**src/rtl/popcount_unary_expander.sv**
```systemverilog
// popcount_unary_expander
//   Turns a count into a FRAME_LEN-beat serial bitstream carrying exactly that many
//   ones (counts above FRAME_LEN are clamped). Two patterns:
//     thermometer (i_in_mode=0): ones occupy the first cnt beats;
//     distributed (i_in_mode=1): an accumulator spreads the ones evenly over the frame.
//   The serial outputs are registered. A new request may be accepted in the same cycle
//   as the last beat of the current frame, so frames can stream with no bubble.
//
// Ports
//   i_clk        system clock, rising edge
//   i_rst_n      asynchronous active-low reset
//   i_in_valid   count/mode presented
//   o_in_ready   a new frame request can be accepted
//   i_in_count   number of ones to emit (clamped to FRAME_LEN)
//   i_in_mode    0 = thermometer, 1 = distributed
//   o_out_valid  o_out_bit is valid
//   i_out_ready  downstream accepts the current beat
//   o_out_bit    current stream bit
//   o_out_last   marks beat FRAME_LEN-1 of the frame
//   o_busy       a frame is in progress
module popcount_unary_expander #(
    parameter int unsigned CNT_W     = 4,
    parameter int unsigned FRAME_LEN = 15
) (
    input  logic             i_clk,
    input  logic             i_rst_n,
    input  logic             i_in_valid,
    output logic             o_in_ready,
    input  logic [CNT_W-1:0] i_in_count,
    input  logic             i_in_mode,
    output logic             o_out_valid,
    input  logic             i_out_ready,
    output logic             o_out_bit,
    output logic             o_out_last,
    output logic             o_busy
);

    localparam int unsigned BEAT_W    = (FRAME_LEN > 1) ? $clog2(FRAME_LEN) : 1;
    localparam int unsigned CNTV_W    = $clog2(FRAME_LEN + 1);
    localparam int unsigned ACC_W     = (FRAME_LEN > 1) ? $clog2(2 * FRAME_LEN) : 1;
    localparam int unsigned LAST_BEAT = FRAME_LEN - 1;

    typedef enum logic {
        StIdle,
        StSend
    } state_t;

    state_t              r_state, w_state_d;
    logic [CNTV_W-1:0]   r_cnt, w_cnt_d;
    logic                r_mode, w_mode_d;
    logic [BEAT_W-1:0]   r_beat, w_beat_d;
    logic [ACC_W-1:0]    r_acc, w_acc_d;
    logic                r_out_bit, w_out_bit_d;
    logic                r_out_last, w_out_last_d;

    logic [31:0]         w_cnt_clamp32;
    logic [CNTV_W-1:0]   w_cnt_clamp;
    logic                w_last_xfer;
    logic                w_accept;
    logic [CNTV_W-1:0]   w_step_cnt;
    logic [ACC_W-1:0]    w_step_acc;
    logic                w_step_mode;
    logic [31:0]         w_step_beat32;
    logic [31:0]         w_sum32;
    logic                w_dist_hit;
    logic [31:0]         w_acc_next32;
    logic                w_step_bit;
    logic                w_step_last;

    // Handshake decode
    always_comb begin
        w_cnt_clamp32 = (32'(i_in_count) > FRAME_LEN) ? FRAME_LEN : 32'(i_in_count);
        w_cnt_clamp   = w_cnt_clamp32[CNTV_W-1:0];
        w_last_xfer   = (r_state == StSend) && i_out_ready && r_out_last;
        // The last-beat transfer frees the block in the same cycle: no bubble between frames.
        o_in_ready    = (r_state == StIdle) || w_last_xfer;
        w_accept      = i_in_valid && o_in_ready;
    end

    // One step of the bit generator. On acceptance it computes beat 0 of the new frame
    // from a fresh (zero) accumulator; otherwise it computes the beat after r_beat.
    always_comb begin
        w_step_cnt    = w_accept ? w_cnt_clamp : r_cnt;
        w_step_acc    = w_accept ? '0 : r_acc;
        w_step_mode   = w_accept ? i_in_mode : r_mode;
        w_step_beat32 = w_accept ? 32'd0 : (32'(r_beat) + 32'd1);

        w_sum32       = 32'(w_step_acc) + 32'(w_step_cnt);
        w_dist_hit    = (w_sum32 >= FRAME_LEN);
        w_acc_next32  = w_dist_hit ? (w_sum32 - FRAME_LEN) : w_sum32;

        w_step_bit    = w_step_mode ? w_dist_hit : (w_step_beat32 < 32'(w_step_cnt));
        w_step_last   = (w_step_beat32 == LAST_BEAT);
    end

    // Next-state
    always_comb begin
        w_state_d    = r_state;
        w_cnt_d      = r_cnt;
        w_mode_d     = r_mode;
        w_beat_d     = r_beat;
        w_acc_d      = r_acc;
        w_out_bit_d  = r_out_bit;
        w_out_last_d = r_out_last;

        if (w_accept) begin
            w_state_d    = StSend;
            w_cnt_d      = w_cnt_clamp;
            w_mode_d     = i_in_mode;
            w_beat_d     = '0;
            w_acc_d      = w_acc_next32[ACC_W-1:0];
            w_out_bit_d  = w_step_bit;
            w_out_last_d = w_step_last;
        end else if ((r_state == StSend) && i_out_ready) begin
            if (r_out_last) begin
                w_state_d    = StIdle;
                w_beat_d     = '0;
                w_acc_d      = '0;
                w_out_bit_d  = 1'b0;
                w_out_last_d = 1'b0;
            end else begin
                w_beat_d     = w_step_beat32[BEAT_W-1:0];
                w_acc_d      = w_acc_next32[ACC_W-1:0];
                w_out_bit_d  = w_step_bit;
                w_out_last_d = w_step_last;
            end
        end
    end

    always_ff @(posedge i_clk or negedge i_rst_n) begin
        if (!i_rst_n) begin
            r_state    <= StIdle;
            r_cnt      <= '0;
            r_mode     <= 1'b0;
            r_beat     <= '0;
            r_acc      <= '0;
            r_out_bit  <= 1'b0;
            r_out_last <= 1'b0;
        end else begin
            r_state    <= w_state_d;
            r_cnt      <= w_cnt_d;
            r_mode     <= w_mode_d;
            r_beat     <= w_beat_d;
            r_acc      <= w_acc_d;
            r_out_bit  <= w_out_bit_d;
            r_out_last <= w_out_last_d;
        end
    end

    always_comb begin
        o_out_valid = (r_state == StSend);
        o_busy      = (r_state == StSend);
        o_out_bit   = r_out_bit;
        o_out_last  = r_out_last;
    end

endmodule
```
**config.mk**
```make
export PLATFORM = sky130hd
export DESIGN_NAME = popcount_unary_expander
export DESIGN_NICKNAME = d
export VERILOG_FILES = /design/src/rtl/popcount_unary_expander.sv
export SDC_FILE = /design/constraint.sdc
export NUM_CORES = 1
export LEC_CHECK = 0
export BUFFER_PORTS_ARGS = -buffer_cell sky130_fd_sc_hd__buf_2
export CAP_MARGIN = 15
export CORE_MARGIN = 2
export CORE_UTILIZATION = 30
export CTS_CLUSTER_DIAMETER = 100
export CTS_CLUSTER_SIZE = 14
export DETAILED_ROUTE_END_ITERATION = 7
export PLACE_DENSITY = 0.42
export SLEW_MARGIN = 20
export SYNTH_ARGS = -nofsm -noshare
export SYNTH_HDL_FRONTEND = slang
export SYNTH_SLANG_ARGS = --single-unit
```
**constraint.sdc**
```tcl
create_clock -name i_clk -period 4.7 [get_ports i_clk]
set_input_delay 0.47 -clock i_clk [delete_from_list [all_inputs] [get_ports i_clk]]
set_output_delay 0.47 -clock i_clk [all_outputs]
set_load 0.01 [all_outputs]
```
==> results_dict.tcl, run 1 <==
set metrics [dict create \
    ioPinCount 14 \
    drive_gt1_frac 0.190 \
    synthXorXnorAreaFrac 0.0492 \
    synth_common_cells "dfrtp_1, nand2_1, inv_1, nor2_1" \
    vias 964 \
    r2r_cells 13 \
    regArea_um2 425 \
    cts_root_buf "clkbuf_8" \
    grt_pass1_wl_mm 5.13 \
    yosysMostFrequentCell "dfrtp_1" \
    start_util 0.311 \
    synth_area_leader_cell "dfrtp_1" \
    cts_buffers 3 \
    power_mw 1.18 \
    worst_pin_slew_ns 0.901 \
    ys_types 41 \
    synth-edff-count 0 \
    leakage_nw 0.645 \
    die-area_um2 4680 \
    synthAdderAreaFrac 0.105 \
    drv_cap 0 \
    viasPerCell 5.02 \
    crit_start "o_busy$_DFFE_PN0P_" \
    grt_overflow 0 \
    worstReg2RegEnd "r_acc[1]$_DFFE_PN0P_" \
    drtIter0Drc 38 \
    critPathArrivalTime_ns 3.82 \
    outcome "finished, final reports clean" \
    cts_tree "built" \
    cts_resized 0 \
    vdd_drop_max_mv 0.270 \
    fill_cells 443 \
    die_w_um 68.4 \
    slew_headroom 0.382 \
    post-route-drc-count 0 \
    cts.clk_slew.worst_paths_ns 0.07 \
    firstDrtPassIters 4 \
    async_flop_share 1.00 \
    seq_area_frac_synth 0.342 \
    yosysWarnings 0 \
    syn_to_final_growth_pct 11.5 \
    period_share 0.784 \
    drt-total-wl_mm 3.01 \
    globalplace.congestion 0.809 \
    synthMuxAreaShare 0.0724 \
    required_ns 4.84 \
    reg2reg_slack_ns 1.02 \
    yosys-top-cells-area "dfrtp_1, ha_1, a22o_1" \
    num-nets-final 161 \
    critical_path.max_fanout 11 \
    critPathKind "reg -> reg" \
    rr_startpoint "o_busy$_DFFE_PN0P_" \
    yosys.area.top_type_share 0.342 \
    rows 23 \
    place_hpwl_mm 2.26 \
    hold_viol 0 \
    fmax_mhz 271 \
    synthSimpleGateAreaFrac 0.174 \
    synth_compound_area_frac 0.207 \
    ys.flop_type "dfrtp_1" \
    post_cts_buffers 0 \
    port_buffers 13 \
    powerDensity_nw_per_um2 850 \
    period_minus_slack_ns 3.68 \
    start_kind "flop" \
    min_path_type "in -> async" \
    setup_viol 0 \
    n_antenna_cell 0 \
    grt_pass1_vias 983 \
    h-tree-depth 1 \
    synth_area_per_cell_um2 9.65 \
    ant_nets 0 \
    setup_tns_ns 0 \
    syn_nets 147 \
    synth_seq_cells 17 \
    synth_cells 129 \
    core_um2 4000 \
    end_kind "flop" \
    synth_area_um2 1240 \
    rsz0062_at_grt "no" \
    finClkSkew_ns 0.000960 \
    cts_hold_buf 0 \
    clock_sink_count 17 \
    worstSetupEndpoint "r_acc[1]$_DFFE_PN0P_" \
    antenna_found_initial 0 \
    synth_top_family_by_area "compound AO/OA/AOI/OAI gates" \
    grt_use_total 0.150 \
    clock_path_buffers 2 \
    grt_max_degree 18 \
    slew_violations 0 \
    wl_per_cell_um 15.7 \
    fp.dieH_um 68.4 \
    multiInputGateArea_um2 756 \
    clkLatencyLatePin_ns 0.25 \
]
placed cells by master, fill, tap and decap left out, types with 2 or more instances in the layout:
master	n
buf_2	13
nand3b_1	2
nand3_1	6
nor2_1	9
inv_1	9
a31oi_1	2
dfrtp_1	17
and2_1	3
o21ai_0	3
nand2b_1	2
nand2_1	11
xor2_1	3
a21o_1	4
xnor2_1	4
a22o_1	6
clkbuf_8	3
ha_1	8
mux2i_1	5
nand4_1	3
a21oi_1	8
worst max-delay path: stages, from the launching register on:
cell and delay (ns):
dfrtp_1 0.51, a21bo_4 0.28, nand2_1 0.34, and2_1 0.22
ha_1 0.18, inv_1 0.06, fa_1 0.44, nor2b_1 0.23
o21ai_0 0.14, a21bo_2 0.23, a31oi_4 0.26, nand3_2 0.18
mux2_4 0.32, a22o_1 0.19
report_power, final:
| group | switching, mW | internal [mW] | total, mW |
|---|---|---|---|
| sequential | 0.0620 | 0.215 | 0.277 |
| combinational | 0.412 | 0.380 | 0.793 |
| clock | 0.0496 | 0.0600 | 0.110 |
| total | 0.524 | 0.656 | 1.18 |
cell families (layout without fill, tap and decap cells):
logic type | count (synthesis) | count (layout)
xor gates and xnor gates | 7 | 7
and+or+nand+nor | 42 | 42
adders and majority gates | 10 | 10
muxes | 8 | 8
buffers and inverters | 13 | 26
DFF | 17 | 17
AOI/OAI and AO/OA | 32 | 32
worst min path at each step:
stage / from / to / slack (ns) / depth (start not counted)
global route: i_rst_n / r_beat[1]$_DFFE_PN0P_ / 0.17 / 1
global placement: i_rst_n / o_out_last$_DFFE_PN0P_ / 0.44 / 1
finish: i_rst_n / o_out_last$_DFFE_PN0P_ / 0.15 / 1
floorplan: i_rst_n / o_busy$_DFFE_PN0P_ / 0.17 / 0
CTS: i_rst_n / o_out_last$_DFFE_PN0P_ / 0.16 / 1
detailed placement: i_rst_n / o_out_last$_DFFE_PN0P_ / 0.43 / 1
metal layers:
| metal | global-route usage | up-vias | routed length (um) |
|---|---|---|---|
| met5 | 0 | - | 0 |
| met3 | 0.0197 | 2 | 54 |
| met2 | 0.246 | 5 | 1510 |
| li1 | - | 484 | - |
| met1 | 0.200 | 473 | 1410 |
| met4 | 0.0525 | 0 | 30 |
state kept, by name, indices dropped and copies added (netlist names):
register    cells
o_out_last      1
r_mode          1
o_busy          1
r_beat          4
r_cnt           4
o_out_bit       1
r_acc           5
layout make-up:
cell class	count	area share
Inverter	9	0.0243
Sequential cell	17	0.307
Clock buffer	4	0.0325
Timing Repair Buffer	13	0.0469
Multi-Input combinational cell	99	0.545
Tap cell	50	0.0451
per-stage QoR:
step                utilization  instances  worst slack [ns]  area (um^2)  hold WS (ns)
global placement          0.336        188              1.02         1340         0.436
global route              0.347        192             0.712         1390         0.172
CTS                       0.347        192             0.972         1390         0.161
floorplan                     -        129              1.26         1240         0.174
finish                    0.347        192              1.02         1390         0.149
detailed placement        0.336        188             0.933         1340         0.432
Note: power is estimated with default switching activity, not from simulation.
==> inputs of run 2 (changes only) <==
Settings changed: ABC_AREA set to 1, PLACE_DENSITY 0.42 to 0.44.
Clock period 4.7 ns to 3.3 ns, I/O delays scaled along.
==> run 2 against run 1 <==
  * Sequential cell count did not move
  * Worst hold slack got worse by 0.15 ns
  * Routed wire length fell by 4.1%
  * Final cell count rose by 20%
  * Global-route usage fell by 0.85 points
  * First-iteration DRC count rose by 11%
  * Register-to-register slack got worse by 0.70 ns
  * Maximum frequency rose by 23%
  * Critical path depth rose by 4
  * Highest routed layer unchanged
==> results_dict.tcl, run 2 <==
set metrics [dict create \
    outcome "finished, final reports clean" \
    yosysMostFrequentCell "nand2_1" \
    synth_compound_area_frac 0.0692 \
    die-area_um2 4690 \
    clock_path_buffers 2 \
    rows 23 \
    slew_headroom 0.390 \
    viasPerCell 4.59 \
    synth_top_family_by_area "simple AND/OR/NAND/NOR gates" \
    synthMuxAreaShare 0 \
    drv_cap 0 \
    grt_max_degree 18 \
    cts.clk_slew.worst_paths_ns 0.07 \
    slew_violations 0 \
    port_buffers 13 \
    post-route-drc-count 0 \
    fmax_mhz 335 \
    min_path_type "in -> async" \
    critical_path.max_fanout 13 \
    cts_hold_buf 0 \
    synth_area_um2 1250 \
    rsz0062_at_grt "no" \
    fp.dieH_um 68.5 \
    core_um2 4000 \
    grt_pass1_wl_mm 4.83 \
    vias 1061 \
    period_share 0.905 \
    synth_area_per_cell_um2 7.47 \
    syn_to_final_growth_pct 11.9 \
    final_common_cell "nand2_1" \
    synthXorXnorAreaFrac 0.0140 \
    ioPinCount 14 \
    drtIter0Drc 42 \
    post_cts_buffers 0 \
    h-tree-depth 1 \
    cts_root_buf "clkbuf_8" \
    largest_register "r_acc" \
    die_w_um 68.5 \
    clock_sink_count 17 \
    grt_overflow 0 \
    grt_use_total 0.141 \
    drt-total-wl_mm 2.89 \
    ys.flop_type "dfrtp_1" \
    largest_reg_flops 5 \
    required_ns 3.49 \
    hold_viol 0 \
    synthAdderAreaFrac 0.0963 \
    antenna_found_initial 0 \
    synth_cells 167 \
    place_hpwl_mm 2.33 \
    syn_nets 185 \
    grt_pass1_vias 1035 \
    num-nets-final 200 \
    critPathArrivalTime_ns 3.17 \
    ant_nets 0 \
    end_kind "flop" \
    cts_tree "built" \
    synth_seq_cells 17 \
    fill_cells 442 \
    yosys.area.top_type_share 0.341 \
    ys_types 25 \
    finClkSkew_ns 0.00149 \
    globalplace.congestion 0.857 \
    n_antenna_cell 0 \
    worst_pin_slew_ns 0.905 \
    yosysWarnings 0 \
    critPathKind "reg -> reg" \
    synth_common_cells "nand2_1, inv_1, dfrtp_1" \
    yosys-top-cells-area "dfrtp_1, nand2_1, inv_1" \
    synthSimpleGateAreaFrac 0.364 \
    setup_tns_ns 0 \
    start_util 0.312 \
    firstDrtPassIters 4 \
    final_cell_mix "nand2_1, inv_1, dfrtp_1, nor2_1, buf_2" \
    async_flop_share 1.00 \
    largestRegisters "r_acc (5), r_beat (4), r_cnt (4)" \
    wl_per_cell_um 12.5 \
    cts_buffers 3 \
    cts_resized 0 \
    seq_area_frac_synth 0.341 \
    start_kind "flop" \
    clkLatencyLatePin_ns 0.25 \
    drive_gt1_frac 0.188 \
    period_minus_slack_ns 2.99 \
    synth-edff-count 0 \
    setup_viol 0 \
    synth_area_leader_cell "dfrtp_1" \
]
-- run 2: changes by cell type after synthesis, moves of 3 or more --
cell,previous run,this run
a21o_1,4,0
a21oi_1,8,3
a22o_1,6,0
inv_1,9,31
mux2i_1,5,0
nand2_1,11,39
nand2_2,0,5
nand2_4,0,3
nand3_1,6,12
nand3_4,0,3
nor2_1,9,16
o21ai_0,3,7
or2_2,1,4
xor2_1,3,0
-- run 2: worst max-delay path, cell delays in order (launching register included) --
cell,delay [ns]
dfrtp_1,0.43
nand2_2,0.11
nand2_4,0.06
nand2_4,0.14
inv_2,0.13
or2_2,0.28
o21ai_1,0.20
fa_1,0.49
inv_1,0.10
ha_1,0.20
inv_1,0.05
nor2_1,0.18
nand3_4,0.12
nand3_4,0.14
nand2_1,0.07
nand2_1,0.06
nand3_1,0.07
nand2_1,0.09
-- run 2: metal layers --
layer / wire (um) / vias to the layer above / global-route usage
met5: 0 / - / 0
met4: 34 / 0 / 0.0600
met3: 47 / 2 / 0.0148
met2: 1430 / 9 / 0.232
met1: 1380 / 500 / 0.188
li1: - / 550 / -
-- run 2: area by class of cell --
cell class | instances | area, um^2 | share of cell area
tap | 50 | 62.6 | 0.0448
clock buffer | 4 | 45.0 | 0.0323
sequential | 17 | 425 | 0.305
inverter | 32 | 120 | 0.0860
timing repair buffer | 13 | 65.1 | 0.0466
multi-input combinational | 115 | 678 | 0.486
-- run 2: kinds of logic after synthesis --
family / Yosys count
xor+xnor: 2
compound gates: 16
fa+ha+maj: 9
buf+inv: 35
simple gates: 88
flops: 17
-- run 2: per-stage QoR --
| step | util | std cells | hold slack (ns) | instance area [um^2] | worst slack, ns |
|---|---|---|---|---|---|
| 2_1_floorplan | - | 167 | 0.0344 | 1250 | 0.524 |
| 3_3_place_gp | 0.338 | 227 | 0.290 | 1350 | 0.393 |
| 3_5_place_dp | 0.338 | 227 | 0.294 | 1350 | 0.279 |
| 4_1_cts | 0.349 | 231 | 0.0223 | 1400 | 0.237 |
| 5_1_grt | 0.349 | 231 | 0.0243 | 1400 | 0.0282 |
| 6_report | 0.349 | 231 | 0.00160 | 1400 | 0.314 |
-- run 2: path summary, 6_finish.rpt --
| check | endpoint | depth (start not counted) | slack [ns] | from |
|---|---|---|---|---|
| setup / recovery | r_acc[2]$_DFFE_PN0P_ | 17 | 0.31 | o_out_last$_DFFE_PN0P_ |
| hold / removal | r_beat[0]$_DFFE_PN0P_ | 1 | 0.002 | i_rst_n |
| setup reg to reg | r_acc[2]$_DFFE_PN0P_ | 17 | 0.31 | o_out_last$_DFFE_PN0P_ |
| hold reg to reg | r_acc[2]$_DFFE_PN0P_ | 2 | 0.49 | r_acc[2]$_DFFE_PN0P_ |
| max in group asynchronous | r_acc[3]$_DFFE_PN0P_ | 1 | 3.01 | i_rst_n |
| min in group i_clk | r_cnt[0]$_DFF_PN0_ | 3 | 0.38 | i_in_count[0] |
Power of run 2 is left out: the tool's default activity adds up to more than one toggle a clock period on the data nets, which glitch-free logic cannot reach.
